File: config.mk
export PLATFORM = sky130hd
export DESIGN_NAME = instr_feeder
export DESIGN_NICKNAME = d
export VERILOG_FILES = /design/src/rtl/instr_feeder.sv
export SDC_FILE = /design/constraint.sdc
export NUM_CORES = 1
export LEC_CHECK = 0
export CAP_MARGIN = 5
export CORE_ASPECT_RATIO = 1.25
export CORE_MARGIN = 2
export CORE_UTILIZATION = 40
export CTS_CLUSTER_SIZE = 8
export DETAILED_ROUTE_END_ITERATION = 6
export SYNTH_ARGS = -nofsm -noshare
export SYNTH_HDL_FRONTEND = slang
export SYNTH_SLANG_ARGS = --single-unit
File: constraint.sdc
create_clock -name Clock -period 3.1 [get_ports Clock]
set_clock_uncertainty 0.1 [all_clocks]
set_input_delay 0.62 -clock Clock [delete_from_list [all_inputs] [get_ports Clock]]
set_output_delay 0.62 -clock Clock [all_outputs]
set_load 0.01 [all_outputs]
File: src/rtl/instr_feeder.sv
// ---------------------------------------------------------------------------
// instr_feeder
//
// Purpose: small program store plus sequencer that feeds instructions to a
// multi-cycle processor. After Start it presents mem[PC] on DIN with a
// one-cycle Run strobe (ISSUE). It then waits in BUSY for the processor's
// Done strobe. While in BUSY, DIN shows the word after the instruction, which
// is the immediate of an mvi (opcode 3'b001). After an mvi completes, PC
// skips that immediate. Opcode 3'b111 (HALT) is never issued; the sequencer
// parks in HALTED when it finds one.
//
// Ports:
//   Clock            single clock, rising edge
//   Resetn           asynchronous active-low reset (program store untouched)
//   Start            run from address 0 (IDLE/HALTED only)
//   Done             processor end-of-instruction strobe (sampled in BUSY)
//   WrEn/WrAddr/WrData  program-store write port (IDLE/HALTED only)
//   DIN              word presented to the processor data input
//   Run              instruction-valid strobe, high for one cycle per issue
//   PC               current program counter
//   Busy/Halted/Error   status
//
// Optional build macro: INSTR_FEEDER_WATCHDOG_EN
//   When defined, a 4-bit watchdog counts BUSY cycles without Done. On
//   reaching 15 it forces HALTED with a sticky Error. Error clears on reset or
//   on Start. When the macro is undefined, BUSY waits forever and Error is 0.
// ---------------------------------------------------------------------------
module instr_feeder #(
    parameter int unsigned ADDR_W = 4,
    parameter int unsigned DATA_W = 9
) (
    input  logic              Clock,
    input  logic              Resetn,
    input  logic              Start,
    input  logic              Done,
    input  logic              WrEn,
    input  logic [ADDR_W-1:0] WrAddr,
    input  logic [DATA_W-1:0] WrData,
    output logic [DATA_W-1:0] DIN,
    output logic              Run,
    output logic [ADDR_W-1:0] PC,
    output logic              Busy,
    output logic              Halted,
    output logic              Error
);

    localparam int unsigned DEPTH   = 1 << ADDR_W;
    localparam logic [2:0]  OP_MVI  = 3'b001;
    localparam logic [2:0]  OP_HALT = 3'b111;

    typedef enum logic [1:0] {
        S_IDLE,
        S_ISSUE,
        S_BUSY,
        S_HALTED
    } state_t;

    logic [DATA_W-1:0] mem_q [DEPTH];

    state_t            state_q, state_d;
    logic [ADDR_W-1:0] pc_q, pc_d;
    logic [2:0]        opc_q, opc_d;
    logic              run_q, run_d;
    logic              busy_q, busy_d;
    logic              halted_q, halted_d;
    logic [ADDR_W-1:0] next_pc;
    logic              can_load;

`ifdef INSTR_FEEDER_WATCHDOG_EN
    logic [3:0]        wd_q, wd_d;
    logic              error_q, error_d;
`endif

    function automatic logic [2:0] op_of(input logic [DATA_W-1:0] w);
        return w[DATA_W-1 -: 3];
    endfunction

    assign can_load = (state_q == S_IDLE) || (state_q == S_HALTED);

    // Program store has no reset, so its contents survive Resetn.
    always_ff @(posedge Clock) begin
        if (WrEn && can_load) begin
            mem_q[WrAddr] <= WrData;
        end
    end

    always_comb begin
        state_d = state_q;
        pc_d    = pc_q;
        opc_d   = opc_q;
        next_pc = pc_q;
`ifdef INSTR_FEEDER_WATCHDOG_EN
        wd_d    = wd_q;
        error_d = error_q;
`endif
        case (state_q)
            S_IDLE, S_HALTED: begin
                if (Start) begin
                    pc_d    = '0;
                    state_d = (op_of(mem_q[0]) == OP_HALT) ? S_HALTED : S_ISSUE;
`ifdef INSTR_FEEDER_WATCHDOG_EN
                    error_d = 1'b0;
`endif
                end
            end
            S_ISSUE: begin
                opc_d   = op_of(mem_q[pc_q]);
                pc_d    = pc_q + ADDR_W'(1);
                state_d = S_BUSY;
`ifdef INSTR_FEEDER_WATCHDOG_EN
                wd_d    = '0;
`endif
            end
            S_BUSY: begin
                if (Done) begin
                    // PC already points past the opcode. An mvi also consumes
                    // the immediate word shown on DIN during BUSY.
                    next_pc = (opc_q == OP_MVI) ? pc_q + ADDR_W'(1) : pc_q;
                    pc_d    = next_pc;
                    state_d = (op_of(mem_q[next_pc]) == OP_HALT) ? S_HALTED : S_ISSUE;
                end
`ifdef INSTR_FEEDER_WATCHDOG_EN
                else begin
                    wd_d = wd_q + 4'd1;
                    if (wd_d == 4'd15) begin
                        state_d = S_HALTED;
                        error_d = 1'b1;
                    end
                end
`endif
            end
            default: state_d = S_IDLE;
        endcase

        // Status outputs are registered from the next state so they line up
        // with state_q without extra decode after the flops.
        run_d    = (state_d == S_ISSUE);
        busy_d   = (state_d == S_ISSUE) || (state_d == S_BUSY);
        halted_d = (state_d == S_HALTED);
    end

    always_ff @(posedge Clock or negedge Resetn) begin
        if (!Resetn) begin
            state_q  <= S_IDLE;
            pc_q     <= '0;
            opc_q    <= '0;
            run_q    <= 1'b0;
            busy_q   <= 1'b0;
            halted_q <= 1'b0;
`ifdef INSTR_FEEDER_WATCHDOG_EN
            wd_q     <= '0;
            error_q  <= 1'b0;
`endif
        end else begin
            state_q  <= state_d;
            pc_q     <= pc_d;
            opc_q    <= opc_d;
            run_q    <= run_d;
            busy_q   <= busy_d;
            halted_q <= halted_d;
`ifdef INSTR_FEEDER_WATCHDOG_EN
            wd_q     <= wd_d;
            error_q  <= error_d;
`endif
        end
    end

    assign DIN    = busy_q ? mem_q[pc_q] : '0;
    assign Run    = run_q;
    assign PC     = pc_q;
    assign Busy   = busy_q;
    assign Halted = halted_q;
`ifdef INSTR_FEEDER_WATCHDOG_EN
    assign Error  = error_q;
`else
    assign Error  = 1'b0;
`endif

endmodule

**Word-level counts from Yosys, hierarchy flattened**

Memories as Yosys holds them, arrays and structs flattened.
Cells that the tools add are included.

- Reductions and logical operators: 6
- Eq/ne operators: 11
- $add $sub $neg: 1
- Multiplexer cells: 12

Operator list:

| kind | count |
|---|---|
| 4-bit two-way mux | 3 |
| 4-bit one-hot mux with 3 select lines | 1 |
| 9-bit two-way mux | 1 |
| 2-bit == test, second input constant | 4 |
| 2-bit two-way mux | 4 |
| 3-bit == test, second input constant | 2 |
| 2-bit one-hot mux with 3 select lines | 1 |
| 4-bit by 1-bit adder with 4-bit output, second input constant | 1 |
| 2-bit by 1-bit == test with 1-bit output, second input constant | 2 |
| 2-bit != test, second input constant | 2 |
| 3-bit by 1-bit == test with 1-bit output, second input constant | 1 |
| 2-bit zero test | 1 |
| 1-bit logical OR | 2 |
| 1-bit two-way mux | 2 |
| 2-bit AND reduction | 1 |
| 2-bit OR reduction | 1 |
| 1-bit logical AND | 1 |

- Memories kept: 1
- Output and inout bits: 17
- Input port bits: 18
- Memory bits (writable): 144
- Flip-flop bits (word level): 12

Memories:

| name | words | width | rd ports | clocked after Yosys merged registers in | wr ports | RTL line | RTL |
|---|---|---|---|---|---|---|---|
| mem_q | 16 | 9 | 3 | 0 | 1 | 58 | `logic [DATA_W-1:0] mem_q [DEPTH];` |

**Longest topological paths before layout**

An unclocked memory read counts as a cell.

- Word-level depth: 9
- Gate-level depth with buffers: 10
- Depth with buffers taken out: 9

**Least setup slack after synthesis**

Ideal clock, no wire load.

- Path kind: reg2out
- Start: reg pc_q[0], in the netlist PC[0]
- End: out DIN[5]
- Cell stages (with the launch flop): 6
- Path slack: 274 ps
- Arrival: 2106 ps
- Cell sequence: dfrtp_1 -> buf_2 -> buf_4 -> mux4_2 -> mux4_2 -> and2_1

- Longest elaborated chain between the ends: 2

RTL lines:

| item | RTL line | RTL |
|---|---|---|
| start: declaration | 61 | `logic [ADDR_W-1:0] pc_q, pc_d;` |
| start signal: assignment | 156 | `pc_q <= pc_d;` |
| memory 16 x 9 bit | -- |  |
| 9-bit two-way mux | 168 | `assign DIN = busy_q ? mem_q[pc_q] : '0;` |
| end: declaration | 39 | `output logic [DATA_W-1:0] DIN,` |

No other way between the ends.

**Worst setup path after layout**

- Start: reg pc_q[0], in the netlist PC[0]
- End: out DIN[7]

The elaborated chain is that of the path after synthesis.

==> metrics.cfg <==
[floorplanning]
placeable_area_mm2 = 0.01614
dieArea_mm2 = 0.01742
floorplan.die.height_um = 147.1
io_pins = 35
placementRows = 52
initial_utilization_pct = 40.59
chipWidth_um = 118.5

[drt]
detailedRoute.firstPassIterationCount = 4
drt-initial-drc-count = 279
wl_per_cell_um = 23.02
overall_via_count_from_detail_route = 3665
wl_um = 15330
number_of_antenna_violating_nets_in_the_routed_design = 0
viasPerCell = 5.503
remaining_drc_errors = 0

[worst_setup_path]
cp_data_arrival_time_ps = 2500
worstPathMaxFanout = 5
timing.setup.critical_path_class = flop to primary output
endpoint_kind = primary output
worst_setup_path_start_kind = flop
critPathRequiredTime_ps = 2380

[power_and_ir_drop]
power.switching_uw = 1712
cellLeakagePower_uw = 0.002709
power.share.sequential_pct = 39.0
power.clock.fraction_pct = 34.1
power_density_mw_per_mm2 = 786.7
vdd.ir_drop.worst_uv = 416.6
power.share.combinational_pct = 26.8
sw_frac_of_total_pct = 26.45
p_int_uw = 4760

[placed_design]
globalplace.congestion = 0.7831
detailedPlace.worstSlack_ps = 23.82
buffer_ports.inserted = 33
detailed_place_hpwl_um = 10080

[finish]
finish.net_count = 459
flow.area_growth_from_synthesis_pct = 25.62
regArea_mm2 = 0.004627
footprint_of_the_multi_input_gates_mm2 = 0.001873
insertedDiodeCount = 0
final_common_cell = sky130_fd_sc_hd__edfxtp_1
commonest_non_fill_non_tap_cells_in_the_layout = sky130_fd_sc_hd__edfxtp_1 (144), sky130_fd_sc_hd__mux4_2 (43), sky130_fd_sc_hd__buf_4 (35)
layout-drive-gt1-share_pct = 33.11
n_fill_cell = 1356

[synth]
postSynthAreaPerCell_um2 = 18.45
synth_area_leader_cell = sky130_fd_sc_hd__edfxtp_1
yosysWarningCount = 0
yosysUniqueCellTypes = 45
synth-seq-cells = 156
fraction_of_post_synthesis_cell_area_in_the_top_cell_type_by_area_pct = 66.02
mapped_cells = 355
synth_seq_area_share_pct = 70.60
syn-num-nets = 377
synth.area.top_cells = sky130_fd_sc_hd__edfxtp_1 (66%), sky130_fd_sc_hd__mux4_2 (15%), sky130_fd_sc_hd__dfrtp_1 (4.6%), sky130_fd_sc_hd__nor2_1 (1.2%), sky130_fd_sc_hd__nand4_1 (1.1%)
synth_area_mm2 = 0.006550

[clocking]
cts-buffers-inserted = 17
numClockSinks = 156
clk-insertion-delay-late_ps = 420
clockBufferDepth = 2
cts_root_buf = sky130_fd_sc_hd__clkbuf_16
cts_tree = built
worst_setup_hold_path_clk_slew_ps = 60
cts_max_level = 4

[run_status]
status = finished with violations
failed_checks = negative setup slack

[grt]
grt.busiest_layer = met2
global_route_wire_length_before_repair_um = 23470
globalRouteOverflowTotal = 0
grtUsageMet2_pct = 32.17
grt_max_degree = 23
global_route.usage.total_pct = 18.71
first_global_vias = 3836
grt_use_met1_pct = 23.34
use_met3_pct = 3.455
number_of_antenna_violations_at_the_first_check_in_global_routing = 1

[sta]
hold_viol = 0
fin_crit_ps = 3221
rsz0062_at_grt = true
worst_slew_pin_slew_ps = 587.1
endpoints_failing_setup = 8
period_share_pct = 103.9
hold_ws_ps = 469.1
tns_ps = -697.4
fin_ws_ps = -121.5
report.final.slew_viol_count = 0
relSlewSlack_pct = 60.86
achievable-frequency_ghz = 0.3104

[worst_hold_path]
hold_path.class = input pin to async pin

[flow_run]
max_cap_viol_count = 0

[state kept, by name, summed over array words and instances (netlist names)]
signal   flops
Halted       1
PC           4
Run          1
opc_q        3
state_q      2
Busy         1
mem_q      144
[synthesized netlist by cell type]
cell type                   count
sky130_fd_sc_hd__a22o_1         1
sky130_fd_sc_hd__o21bai_1       1
sky130_fd_sc_hd__buf_4          2
sky130_fd_sc_hd__nor4_2         1
sky130_fd_sc_hd__mux2_4         1
sky130_fd_sc_hd__mux4_2        43
sky130_fd_sc_hd__ha_1           4
sky130_fd_sc_hd__a21oi_1        7
sky130_fd_sc_hd__mux2i_1        3
sky130_fd_sc_hd__buf_1          3
sky130_fd_sc_hd__a211oi_1       4
sky130_fd_sc_hd__nand2_1       11
sky130_fd_sc_hd__nor2_1        21
sky130_fd_sc_hd__nand3_1        9
sky130_fd_sc_hd__inv_1          4
sky130_fd_sc_hd__nor3b_4        1
sky130_fd_sc_hd__nor3_1         6
sky130_fd_sc_hd__edfxtp_1     144
sky130_fd_sc_hd__nor2b_1        3
sky130_fd_sc_hd__nand4_1       11
sky130_fd_sc_hd__nand4b_1       1
sky130_fd_sc_hd__mux2_2         4
sky130_fd_sc_hd__o211ai_2       1
sky130_fd_sc_hd__o21a_1         1
sky130_fd_sc_hd__nor4b_1        1
sky130_fd_sc_hd__xor2_1         2
sky130_fd_sc_hd__clkbuf_1       6
sky130_fd_sc_hd__dfrtp_1       12
sky130_fd_sc_hd__or3b_1         1
sky130_fd_sc_hd__nand2b_1       3
sky130_fd_sc_hd__a21o_1         1
sky130_fd_sc_hd__or3_1          2
sky130_fd_sc_hd__a41oi_1        1
sky130_fd_sc_hd__conb_1         1
sky130_fd_sc_hd__o211ai_1       2
sky130_fd_sc_hd__buf_2          7
sky130_fd_sc_hd__xnor2_1        2
sky130_fd_sc_hd__o221a_2        1
sky130_fd_sc_hd__o31ai_1        1
sky130_fd_sc_hd__a22oi_1        1
sky130_fd_sc_hd__or2_2          1
sky130_fd_sc_hd__nor4bb_1       1
sky130_fd_sc_hd__and2_1         9
sky130_fd_sc_hd__o21ai_0       10
sky130_fd_sc_hd__o2111ai_1      3
[area by class of cell]
class	count	share of cell area [%]
clock buffers	18	5.216
clock inverters	14	2.433
flip-flops and latches	156	56.23
inverters	4	0.1825
multi-input cells	177	22.76
well taps	216	3.285
repair buffers	81	9.884
[repair_timing]
item | in CTS | in global routing
gates cloned | 3 | 0
gates resized for setup | 55 | 7
hold buffers | 0 | 0
endpoints found under the setup margin | 9 | 10
setup buffers | 10 | 4
pin swaps | 4 | 0
[routing by layer]
layer | up-vias | wire [µm]
li1 | 1622 | -
met3 | 22 | 516
met2 | 89 | 8188
met4 | 0 | 388
met1 | 1932 | 6238
met5 | - | 0
[worst max-delay path, cell delays in order, from the launching register on]
cell,delay (ps)
sky130_fd_sc_hd__dfrtp_2,430
sky130_fd_sc_hd__buf_12,130
sky130_fd_sc_hd__buf_12,110
sky130_fd_sc_hd__buf_16,120
sky130_fd_sc_hd__mux4_2,510
sky130_fd_sc_hd__mux4_2,490
sky130_fd_sc_hd__and2_4,170
sky130_fd_sc_hd__buf_6,110
[power by group through the flow]
stage	logic, µW	registers [µW]	clock network, µW
final	1740	2530	2210
after global routing	1880	2540	2330
after CTS	1720	2530	2240
after detailed placement	1510	2580	0
after global placement	1500	2580	0
after floorplan	985	2540	0
[through the flow]
| stage | power (µW) | instances | utilization (%) | cell area, µm² |
|---|---|---|---|---|
| 2_1_floorplan | 3520 | 355 | - | 6550 |
| 3_3_place_gp | 4077 | 618 | 45.53 | 7347 |
| 3_5_place_dp | 4093 | 618 | 45.53 | 7347 |
| 4_1_cts | 6490 | 663 | 50.78 | 8193 |
| 5_1_grt | 6754 | 666 | 50.99 | 8228 |
| 6_report | 6473 | 666 | 50.99 | 8228 |
[final timing paths]
path	to	slack, ps	from	cells past startpoint
worst max-delay path	DIN[7]	-120	PC[0]	7
worst min-delay path	PC[2]	470	Resetn	1
worst max register to register	Busy	130	PC[1]	10
worst min register to register	opc_q[0]	480	opc_q[0]	1
max in group asynchronous	PC[0]	2030	Resetn	1
min in group Clock	opc_q[0]	480	opc_q[0]	1
[logic make-up (layout without fill, tap and decap cells)]
| logic type | after synthesis | in the layout | share of synthesized area (%) |
|---|---|---|---|
| AO/OA/AOI/OAI | 35 | 35 | 3.591 |
| XOR/XNOR | 4 | 4 | 0.5350 |
| adder cells (fa/ha/maj) | 4 | 4 | 0.7641 |
| buffers and inverters | 22 | 117 | 1.509 |
| flip-flops | 156 | 156 | 70.60 |
| multiplexers | 51 | 51 | 16.16 |
| other | 1 | 1 | 0.05725 |
| AND/OR/NAND/NOR | 82 | 82 | 6.781 |
Power figures use the tool's default switching activity.
